===== config.mk =====
export PLATFORM = sky130hd
export DESIGN_NAME = wb_mtimer_responder
export DESIGN_NICKNAME = d
export VERILOG_FILES = /design/src/rtl/cva5_config.sv /design/src/rtl/mtimer_counter.sv /design/src/rtl/wb_mtimer_responder.sv
export SDC_FILE = /design/constraint.sdc
export NUM_CORES = 1
export LEC_CHECK = 0
export BUFFER_PORTS_ARGS = -buffer_cell sky130_fd_sc_hd__buf_2
export CAP_MARGIN = 10
export CORE_ASPECT_RATIO = 0.9
export CORE_UTILIZATION = 40
export CTS_CLUSTER_SIZE = 24
export DETAILED_ROUTE_END_ITERATION = 6
export SETUP_SLACK_MARGIN = 0.2
export SYNTH_ARGS = -nofsm -noshare
export SYNTH_HDL_FRONTEND = slang
export SYNTH_HIERARCHICAL = 1
export SYNTH_SLANG_ARGS = --single-unit

===== constraint.sdc =====
create_clock -name clk -period 6.6 [get_ports clk]
set_input_delay 0.33 -clock clk [delete_from_list [all_inputs] [get_ports clk]]
set_output_delay 0.33 -clock clk [all_outputs]
set_load 0.1 [all_outputs]

===== src/rtl/cva5_config.sv =====
// Shared definitions for the machine-timer responder:
// register offsets, window width and the byte-merge helper.
package cva5_config;

    localparam int MTIMER_WINDOW_W = 5;

    typedef enum logic [MTIMER_WINDOW_W-1:0] {
        REG_MSIP    = 5'h00,
        REG_RSVD0   = 5'h04,
        REG_CMP_LO  = 5'h08,
        REG_CMP_HI  = 5'h0C,
        REG_TIME_LO = 5'h10,
        REG_TIME_HI = 5'h14,
        REG_RSVD1   = 5'h18,
        REG_RSVD2   = 5'h1C
    } mtimer_reg_t;

    typedef enum logic {
        BUS_IDLE,
        BUS_RESP
    } bus_state_t;

    function automatic logic [31:0] byte_merge(
        input logic [31:0] old_word,
        input logic [31:0] new_word,
        input logic [3:0]  sel
    );
        logic [31:0] merged;
        for (int i = 0; i < 4; i++) begin
            merged[8*i +: 8] = sel[i] ? new_word[8*i +: 8]
                                      : old_word[8*i +: 8];
        end
        return merged;
    endfunction

endpackage


===== src/rtl/mtimer_counter.sv =====
// Prescaler and 64-bit mtime with byte-writable halves.
// A bus write wins over the tick increment on the same edge.
module mtimer_counter
    import cva5_config::*;
#(
    parameter int PRESCALE = 1
) (
    input  logic        clk,
    input  logic        rst_n,
    input  logic        wr_lo,
    input  logic        wr_hi,
    input  logic [3:0]  sel,
    input  logic [31:0] wdata,
    output logic [63:0] mtime,
    output logic        tick
);

    localparam int PW = (PRESCALE > 1) ? $clog2(PRESCALE) : 1;
    localparam logic [PW-1:0] LAST = PW'(PRESCALE - 1);

    logic [PW-1:0] count;

    assign tick = (count == LAST);

    always_ff @(posedge clk or negedge rst_n) begin
        if (!rst_n) begin
            count <= '0;
        end else if (tick) begin
            count <= '0;
        end else begin
            count <= count + 1'b1;
        end
    end

    always_ff @(posedge clk or negedge rst_n) begin
        if (!rst_n) begin
            mtime <= '0;
        end else if (wr_lo || wr_hi) begin
            if (wr_lo) begin
                mtime[31:0] <= byte_merge(mtime[31:0], wdata, sel);
            end
            if (wr_hi) begin
                mtime[63:32] <= byte_merge(mtime[63:32], wdata, sel);
            end
        end else if (tick) begin
            mtime <= mtime + 64'd1;
        end
    end

endmodule


===== src/rtl/wb_mtimer_responder.sv =====
// Wishbone classic responder for mtime/mtimecmp/msip.
// One transfer per two cycles: accept in IDLE, respond in RESP.
module wb_mtimer_responder
    import cva5_config::*;
#(
    parameter logic [31:0] BASE_ADDR = 32'h6000_0000,
    parameter int          PRESCALE  = 1
) (
    input  logic        clk,
    input  logic        rst_n,
    input  logic        wb_cyc,
    input  logic        wb_stb,
    input  logic        wb_we,
    input  logic [31:0] wb_adr,
    input  logic [3:0]  wb_sel,
    input  logic [31:0] wb_dat_w,
    output logic [31:0] wb_dat_r,
    output logic        wb_ack,
    output logic        wb_err,
    output logic [63:0] mtime,
    output logic        mtip,
    output logic        msip
);

    bus_state_t  state;
    bus_state_t  state_next;
    logic        ack_next;
    logic        err_next;
    logic [31:0] dat_next;
    logic [31:0] rdata;
    logic [63:0] mtimecmp;
    logic        accept;
    logic        in_window;
    logic        wr_en;
    mtimer_reg_t offset;
    logic        tick_unused;
    logic        adr_unused;

    assign in_window = (wb_adr[31:MTIMER_WINDOW_W]
                        == BASE_ADDR[31:MTIMER_WINDOW_W]);
    assign offset = mtimer_reg_t'({wb_adr[MTIMER_WINDOW_W-1:2], 2'b00});
    assign accept = (state == BUS_IDLE) && wb_cyc && wb_stb;
    assign wr_en = accept && in_window && wb_we && (wb_sel != 4'b0000);
    assign adr_unused = ^wb_adr[1:0];

    always_comb begin
        rdata = '0;
        case (offset)
            REG_MSIP:    rdata = {31'b0, msip};
            REG_CMP_LO:  rdata = mtimecmp[31:0];
            REG_CMP_HI:  rdata = mtimecmp[63:32];
            REG_TIME_LO: rdata = mtime[31:0];
            REG_TIME_HI: rdata = mtime[63:32];
            default:     rdata = '0;
        endcase
    end

    always_comb begin
        state_next = state;
        ack_next   = 1'b0;
        err_next   = 1'b0;
        dat_next   = wb_dat_r;
        case (state)
            BUS_IDLE: begin
                if (accept) begin
                    state_next = BUS_RESP;
                    ack_next   = in_window;
                    err_next   = !in_window;
                    dat_next   = (in_window && !wb_we) ? rdata : '0;
                end
            end
            BUS_RESP: begin
                state_next = BUS_IDLE;
            end
            default: state_next = BUS_IDLE;
        endcase
    end

    always_ff @(posedge clk or negedge rst_n) begin
        if (!rst_n) begin
            state    <= BUS_IDLE;
            wb_ack   <= 1'b0;
            wb_err   <= 1'b0;
            wb_dat_r <= '0;
        end else begin
            state    <= state_next;
            wb_ack   <= ack_next;
            wb_err   <= err_next;
            wb_dat_r <= dat_next;
        end
    end

    // mtip lags mtime/mtimecmp by one cycle
    always_ff @(posedge clk or negedge rst_n) begin
        if (!rst_n) begin
            mtimecmp <= '1;
            msip     <= 1'b0;
            mtip     <= 1'b0;
        end else begin
            mtip <= (mtime >= mtimecmp);
            if (wr_en && offset == REG_CMP_LO) begin
                mtimecmp[31:0] <= byte_merge(mtimecmp[31:0], wb_dat_w, wb_sel);
            end
            if (wr_en && offset == REG_CMP_HI) begin
                mtimecmp[63:32] <= byte_merge(mtimecmp[63:32], wb_dat_w, wb_sel);
            end
            if (wr_en && offset == REG_MSIP && wb_sel[0]) begin
                msip <= wb_dat_w[0];
            end
        end
    end

    mtimer_counter #(
        .PRESCALE(PRESCALE)
    ) u_counter (
        .clk   (clk),
        .rst_n (rst_n),
        .wr_lo (wr_en && offset == REG_TIME_LO),
        .wr_hi (wr_en && offset == REG_TIME_HI),
        .sel   (wb_sel),
        .wdata (wb_dat_w),
        .mtime (mtime),
        .tick  (tick_unused)
    );

endmodule

==> results.json, run 1 <==
{
  "status": "finished clean",
  "post_cts_buffers": 0,
  "chipWidth_um": 170,
  "via_count": 9396,
  "cts-root-buf": "clkbuf_16",
  "relSlewSlack_pct": 18.4,
  "drcViolationCount": 0,
  "power.density_mw_per_mm2": 177,
  "grt_max_degree": 67,
  "critical_path_class": "flip-flop to flip-flop",
  "antenna_found_initial": 0,
  "crit_fanout": 36,
  "vias_per_cell": 5.98,
  "drv_slew": 0,
  "track_usage_pct": 26.2,
  "fmax_ghz": 0.262,
  "insertion_delay_ns": 0.43,
  "die-area_sq_mm": 0.0262,
  "core_sq_mm": 0.0251,
  "grt_pass1_wl_um": 52300,
  "cp-start-kind": "flip-flop",
  "start_util_pct": 40.6,
  "hold_viol": 0,
  "setup_viol": 0,
  "wl_per_cell_um": 21.4,
  "cts_buffers": 17,
  "rsz0062_at_grt": "false",
  "htree_levels": 4,
  "numClockSinks": 165,
  "ir_drop_v": 0.000159,
  "power_leakage_nw": 4.96,
  "num_antenna_cells": 0,
  "place_congestion": 0.877,
  "end_kind": "flip-flop",
  "first_pass_iters": 5,
  "cts_resized": 0,
  "synth.avg_cell_area_sq_um": 9.63,
  "grt_overflow": 0,
  "dp_hpwl_um": 24200,
  "finalClockSkew_ns": 0.00981,
  "drive_gt1_share_pct": 30.7,
  "hp-class": "input port to flip-flop",
  "nNetsFinal": 1355,
  "syn_to_final_growth_pct": 17.6,
  "max-cap-violations": 0,
  "cts_tree": "built",
  "rows": 55,
  "fillers": 2419,
  "arrival_ns": 4.11,
  "yosys_warnings": 6,
  "syn_area_sq_mm": 0.0102,
  "cp.required_ns": 6.89,
  "grt_pass1_vias": 8890,
  "synth_cells": 1060,
  "syn_nets": 1198,
  "dp_cells": 1539,
  "fin_crit_ns": 3.82,
  "final_cells": 1572,
  "antenna_left": 0,
  "clk_path_buf_depth": 2,
  "period_share_pct": 57.8,
  "io_pins": 173,
  "wl_um": 33600,
  "initialDrtViolationCount": 895,
  "dp_slack_ns": 2.72,
  "timing.final.ws_setup_ns": 2.78,
  "tightest_slew_ns": 1.19,
  "fp.dieH_um": 154,
  "path_clk_slew_ns": 0.07,
  "final.setup.tns_ns": 0,
  "numPortBuffers": 170
}
## critical path: stages, from the launching register on
cell	delay [ns]
dfrtp_1	0.32
nand3b_1	0.10
buf_4	0.43
nor4_2	0.22
and2_1	0.41
or2_1	0.35
nor4_4	0.63
nand2_2	0.39
or3_1	0.51
o211ai_1	0.18
o311ai_1	0.12
## power breakdown
group	total, W	leakage, nW	internal [W]	switching, W
clock	0.00101	0.271	0.000564	0.000450
sequential	0.00101	1.96	0.00101	0.000000111
combinational	0.0000953	2.73	0.0000253	0.0000701
total	0.00212	4.96	0.00160	0.000520
## final timing paths
| kind | to | slack [ns] | from | depth (start not counted) |
|---|---|---|---|---|
| max | u_counter/mtime[39]$_DFFE_PN0P_ | 2.78 | state$_DFF_PN0_ | 10 |
| max in group asynchronous | u_counter/mtime[18]$_DFFE_PN0P_ | 4.93 | rst_n | 3 |
| min in group asynchronous | wb_dat_r[4]$_DFFE_PN0P_ | 0.45 | rst_n | 2 |
| max reg2reg | u_counter/mtime[39]$_DFFE_PN0P_ | 2.78 | state$_DFF_PN0_ | 10 |
| min reg2reg | wb_dat_r[28]$_DFFE_PN0P_ | 0.47 | wb_dat_r[28]$_DFFE_PN0P_ | 2 |
| min | u_counter/mtime[55]$_DFFE_PN0P_ | 0.18 | wb_dat_w[23] | 2 |
## cell type report
type	count	area (sq um)	share of cell area [%]
Clock inverter	13	148	1.23
Multi-Input combinational cell	775	5550	46.2
Inverter	76	285	2.38
Clock buffer	19	433	3.61
Timing Repair Buffer	182	950	7.91
Sequential cell	165	4210	35.1
Tap cell	342	428	3.57
## cells in the final DEF (no fill, tap or decap), types with 12 or more instances in the layout
cell type	count
o21ai_0	50
dfrtp_1	101
mux2_2	65
ha_1	65
clkbuf_16	17
nor2_1	34
a21oi_1	33
o311ai_0	12
dfstp_2	64
or3_1	13
buf_2	169
nand2_1	136
inv_1	76
a221oi_1	32
nand3_1	54
nor3_1	16
nand4_1	30
o211ai_1	29
a22o_1	31
## metal layers
metal  routed length [um]  global-route usage [%]  part of all wire (%)  vias up
met3                 2200                    4.27                   6.5       23
met2                14700                    39.4                    44      374
met5                    0                       0                     0        -
met4                  412                    5.36                   1.2        0
met1                16300                    39.2                    48     4668
li1                     -                       -                     -     4331
## repair_timing
action | CTS | global route
endpoints found under the hold margin | 44 | 0
hold buffers | 1 | 0
setup endpoints to repair | 0 | 0
## flip-flops by register name (all words and copies together), names as in the netlist
signal and flops:
mtimecmp 64, u_counter/mtime 64, wb_dat_r 32, msip 1
mtip 1, state 1, wb_ack 1, wb_err 1
## metrics by stage
step / total power, W / cell area, sq um / hold slack, ns / utilization, %
after floorplan: 0.00106 / 10200 / 0.0344 / -
after global placement: 0.00113 / 11400 / 0.367 / 45.4
after detailed placement: 0.00113 / 11400 / 0.371 / 45.4
after CTS: 0.00214 / 12000 / 0.168 / 47.8
after global routing: 0.00219 / 12000 / 0.165 / 47.8
final: 0.00212 / 12000 / 0.182 / 47.8
Power figures use the tool's default switching activity.
==> run 2: changes to the inputs <==
ABC_AREA = 1   (was unset)
clock period = 3.1 ns   (was 6.6 ns; I/O delays follow)
==> results.json, run 2 <==
{
  "start_util_pct": 41.1,
  "power.density_mw_per_mm2": 329,
  "cts-root-buf": "clkbuf_16",
  "timing.hold.ws_ns": 0.0102,
  "place_congestion": 0.928,
  "synth_cells": 1605,
  "p_total_w": 0.00452,
  "post_cts_buffers": 0,
  "fin_crit_ns": 2.69,
  "initialDrtViolationCount": 950,
  "core_sq_mm": 0.0282,
  "rsz0062_at_grt": "false",
  "ir_drop_v": 0.000356,
  "cpPeakStageDelay_ns": 0.41,
  "power_leakage_nw": 7.01,
  "grt_pass1_wl_um": 65100,
  "rows": 58,
  "syn_nets": 1743,
  "path_clk_slew_ns": 0.08,
  "track_usage_pct": 29.2,
  "chipWidth_um": 181,
  "fp.dieH_um": 164,
  "tightest_slew_ns": 0.777,
  "insertion_delay_ns": 0.45,
  "drv_slew": 0,
  "hp-class": "input port to flip-flop",
  "io_pins": 173,
  "p_sw_w": 0.00116,
  "vias_per_cell": 5.33,
  "numPortBuffers": 170,
  "critical_path_class": "flip-flop to flip-flop",
  "nNetsFinal": 1949,
  "first_pass_iters": 5,
  "pwr-share-clk_pct": 46.0,
  "dpl_cell_area_sq_mm": 0.0129,
  "wl_um": 42100,
  "yosys_warnings": 6,
  "top_regs": "mtimecmp x64, u_counter/mtime x64, wb_dat_r x32",
  "design_area_sq_mm": 0.0137,
  "internal-power_w": 0.00336,
  "numClockSinks": 165,
  "die-area_sq_mm": 0.0297,
  "syn_area_sq_mm": 0.0116,
  "synth.avg_cell_area_sq_um": 7.23,
  "max-cap-violations": 0,
  "cts_buffers": 17,
  "layout_commonest_cell": "nand2_1",
  "status": "finished clean",
  "pwr-share-comb_pct": 6.3,
  "grt_pass1_vias": 11100,
  "cts_tree": "built",
  "layout_common_cells": "458 x nand2_1, 211 x nor2_1, 169 x buf_2",
  "grt_overflow": 0,
  "crit_fanout": 39,
  "end_kind": "flip-flop",
  "critical_path_buf_inv_count": 3,
  "wl_per_cell_um": 19.3,
  "cp.required_ns": 3.47,
  "crit_chain": "nor2_4, inv_2, nor3_4, nand2_1, nor2_1, nor2_8, inv_4, nand2_1, inv_1, nor2_1, a21oi_1",
  "via_count": 11600,
  "setup_viol": 0,
  "finalClockSkew_ns": 0.0195,
  "p_sw_share_pct": 25.7,
  "slowest_stage": "dfrtp_1",
  "grt_max_degree": 76,
  "period_share_pct": 86.8,
  "arrival_ns": 3.06,
  "htree_levels": 4,
  "antenna_found_initial": 0,
  "syn_to_final_growth_pct": 18.5,
  "relSlewSlack_pct": 48.2,
  "hold_viol": 0,
  "drive_gt1_share_pct": 21.8,
  "cp-start-kind": "flip-flop",
  "num_antenna_cells": 0,
  "dp_hpwl_um": 31900,
  "final.setup.tns_ns": 0,
  "fmax_ghz": 0.372,
  "clk_path_buf_depth": 2,
  "pwr-share-seq_pct": 47.7,
  "drcViolationCount": 0,
  "crit_family": "simple AND/OR/NAND/NOR gates",
  "antenna_left": 0
}
==> run 2: area by class of cell <==
type,count,area [sq um]
flip-flops and latches,165,4210
inverters,169,637
clock buffers,18,429
clock inverters,14,129
repair buffers,224,1360
multi-input cells,1234,6530
fillers,2910,14500
well taps,360,450
==> run 2: worst min-delay path: cells and delay by family <==
family                 cells  cell delay (ns)
buffers and inverters      1             0.15
AOI/OAI and AO/OA          1             0.07
and+or+nand+nor            1             0.07
==> run 2: what timing repair did <==
action / CTS / global route
hold buffers: 32 / 0
endpoints found under the hold margin: 97 / 0
gates resized for setup: 0 / 0
==> run 2: worst paths after layout <==
check / start / to / slack [ns] / cells after the start
worst max-delay path: state$_DFF_PN0_ / u_counter/mtime[61]$_DFFE_PN0P_ / 0.41 / 11
worst min-delay path: wb_dat_w[6] / mtimecmp[6]$_DFFE_PN1P_ / 0.01 / 3
worst max register to register: state$_DFF_PN0_ / u_counter/mtime[61]$_DFFE_PN0P_ / 0.41 / 11
worst min register to register: wb_dat_r[15]$_DFFE_PN0P_ / wb_dat_r[15]$_DFFE_PN0P_ / 0.48 / 2
max in group asynchronous: rst_n / mtimecmp[4]$_DFFE_PN1P_ / 1.79 / 3
min in group asynchronous: rst_n / wb_dat_r[9]$_DFFE_PN0P_ / 0.30 / 2
==> run 2: stage by stage <==
step	utilization, %	cells	setup slack, ns
2_1_floorplan	-	1605	0.698
5_1_grt	48.7	2184	0.209
6_report	48.7	2184	0.408
3_5_place_dp	45.6	2120	0.448
4_1_cts	48.7	2184	0.424
3_3_place_gp	45.6	2120	0.514
==> run 2: routing by layer <==
layer | part of all wire (%) | wire length (um) | vias to the layer above | track usage [%]
li1 | - | - | 5682 | -
met1 | 48 | 20100 | 5482 | 41.2
met2 | 45 | 18900 | 432 | 47.0
met3 | 6.0 | 2520 | 37 | 4.73
met4 | 1.4 | 587 | 0 | 6.66
met5 | 0 | 0 | - | 0
==> run 2: power by group through the flow <==
| stage | Combinational [W] | Sequential [W] | Clock (W) |
|---|---|---|---|
| after floorplan | 0.0000749 | 0.00220 | 0 |
| after global placement | 0.000256 | 0.00220 | 0 |
| after detailed placement | 0.000257 | 0.00220 | 0 |
| after CTS | 0.000289 | 0.00216 | 0.00213 |
| after global routing | 0.000315 | 0.00216 | 0.00221 |
| final | 0.000287 | 0.00216 | 0.00208 |
==> run 3: changes to the inputs <==
ABC_AREA = unset   (was 1)
BUFFER_PORTS_ARGS = unset   (was -buffer_cell sky130_fd_sc_hd__buf_2)
DONT_BUFFER_PORTS = 1   (was unset)
==> results.json, run 3 (same netlist as run 1, synthesis figures left out) <==
{
  "nNetsFinal": 1295,
  "place_congestion": 0.870,
  "max-cap-violations": 0,
  "wl_um": 35300,
  "end_kind": "flip-flop",
  "post_cts_buffers": 0,
  "cts-root-buf": "clkbuf_16",
  "ff2ff_setup_slack_ns": 0.27,
  "timing.final.ws_setup_ns": 0.272,
  "fin_crit_ns": 2.83,
  "grt_max_degree": 166,
  "violations": "negative hold slack",
  "fmax_ghz": 0.354,
  "via_count": 9277,
  "vias_per_cell": 6.13,
  "cpPeakStageDelay_ns": 0.63,
  "syn_to_final_growth_pct": 18.7,
  "first_pass_iters": 6,
  "core_sq_mm": 0.0251,
  "drcViolationCount": 0,
  "fillers": 2374,
  "finalClockSkew_ns": 0.0120,
  "top_regs": "mtimecmp x64, u_counter/mtime x64, wb_dat_r x32",
  "path_clk_slew_ns": 0.06,
  "dpl_cell_area_sq_mm": 0.0111,
  "rsz0062_at_grt": "false",
  "layout_common_cells": "136 x nand2_1, 95 x dfrtp_1, 82 x buf_4",
  "cts_tree": "built",
  "final_cells": 1513,
  "setup_viol": 0,
  "grt_overflow": 0,
  "period_share_pct": 91.2,
  "hp-class": "input port to async pin",
  "timing.hold.ws_ns": -0.575,
  "insertion_delay_ns": 0.44,
  "chipWidth_um": 170,
  "dp_hpwl_um": 25200,
  "die-area_sq_mm": 0.0262,
  "grt_pass1_wl_um": 54200,
  "fp.dieH_um": 154,
  "ir_drop_v": 0.000346,
  "hold_viol": 165,
  "drv_slew": 0,
  "antenna_found_initial": 1,
  "critical_path_class": "flip-flop to flip-flop",
  "relSlewSlack_pct": 36.5,
  "dp_slack_ns": 0.263,
  "arrival_ns": 3.19,
  "r2r_start": "u_counter/mtime[23]$_DFFE_PN0P_",
  "status": "finished, violations left",
  "clk_path_buf_depth": 2,
  "numPortBuffers": 0,
  "layout_commonest_cell": "nand2_1",
  "slowest_stage": "nor3_2",
  "crit_fanout": 11,
  "track_usage_pct": 27.4,
  "crit_start": "u_counter/mtime[23]$_DFFE_PN0P_",
  "antenna_left": 0,
  "cp.required_ns": 3.46,
  "rows": 55,
  "design_area_sq_mm": 0.0121,
  "htree_levels": 4,
  "dp_cells": 1442,
  "power.density_mw_per_mm2": 368,
  "regToRegEndpoint": "u_counter/mtime[61]$_DFFE_PN0P_",
  "holdBufCountCts": 38,
  "crit_chain": "and3_4, nand4_1, nor3_2, nand3_2, or4_1, nand3_1",
  "power_leakage_nw": 4.73,
  "final.setup.tns_ns": 0,
  "wl_per_cell_um": 23.4,
  "initialDrtViolationCount": 835,
  "numClockSinks": 165,
  "tightest_slew_ns": 0.953,
  "cp-start-kind": "flip-flop",
  "ff2ff_path_depth": 6,
  "grt_pass1_vias": 9024,
  "io_pins": 173,
  "cts_buffers": 17,
  "drive_gt1_share_pct": 24.6,
  "start_util_pct": 40.6
}
run 3: cell count changes in the layout (fill, tap and decap cells not counted), moves of 22 or more:
| cell | before | now |
|---|---|---|
| nand2_1 | 458 | 136 |
| nor2_1 | 211 | 34 |
| buf_2 | 169 | 0 |
| inv_1 | 163 | 76 |
| mux2_2 | 0 | 65 |
| buf_4 | 21 | 82 |
| o21ai_0 | 109 | 50 |
| o21ai_1 | 36 | 3 |
| a221oi_1 | 0 | 32 |
| a22o_1 | 0 | 31 |
| nand3_1 | 83 | 54 |
| a211oi_1 | 32 | 10 |
run 3: where the power goes:
| group | internal [W] | total, W | switching, W |
|---|---|---|---|
| sequential | 0.00216 | 0.00216 | 0.00000567 |
| clock | 0.00122 | 0.00216 | 0.000934 |
| combinational | 0.0000520 | 0.000135 | 0.0000832 |
run 3: worst max path at each step:
stage,slack [ns],endpoint,cells after the start
2_1_floorplan,0.20,mtip$_DFF_PN0_,6
3_3_place_gp,0.31,u_counter/mtime[56]$_DFFE_PN0P_,10
3_5_place_dp,0.26,u_counter/mtime[56]$_DFFE_PN0P_,10
4_1_cts,0.28,mtip$_DFF_PN0_,7
5_1_grt,0.23,mtip$_DFF_PN0_,7
6_report,0.27,u_counter/mtime[61]$_DFFE_PN0P_,6
run 3: per-layer routing:
| layer | GRT usage [%] | routed length, um | part of all wire, % |
|---|---|---|---|
| met5 | 0 | 0 | 0 |
| met4 | 5.88 | 353 | 1.0 |
| met3 | 7.52 | 3490 | 9.9 |
| met2 | 41.3 | 15500 | 44 |
| met1 | 39.1 | 16000 | 45 |
run 3: worst max-delay path: cells and delay by family (launching register included):
family / cells / cell delay [ns]
flip-flops: 1 / 0.49
AND/OR/NAND/NOR: 6 / 2.27
run 3: cell type report:
cell class	count	area, sq um	share of cell area, %
sequential	165	4220	34.8
clock inverter	9	92.6	0.765
multi-input combinational	775	5550	45.8
tap	342	428	3.53
antenna	1	2.50	0.0207
timing repair buffer	122	1040	8.56
clock buffer	23	498	4.11
inverter	76	285	2.36
run 3: through the flow:
step / power, W / utilization, % / hold slack (ns)
after global placement: 0.00227 / 44.3 / -0.132
final: 0.00445 / 48.2 / -0.575
after CTS: 0.00450 / 48.2 / -0.606
after global routing: 0.00459 / 48.2 / -0.600
after detailed placement: 0.00227 / 44.3 / -0.135
after floorplan: 0.00225 / - / -0.141
run 3: timing repair:
| action | 4_1_cts | 5_1_grt |
|---|---|---|
| endpoints found under the setup margin | 0 | 1 |
| resized for setup | 0 | 1 |
| hold endpoints to repair | 294 | 165 |
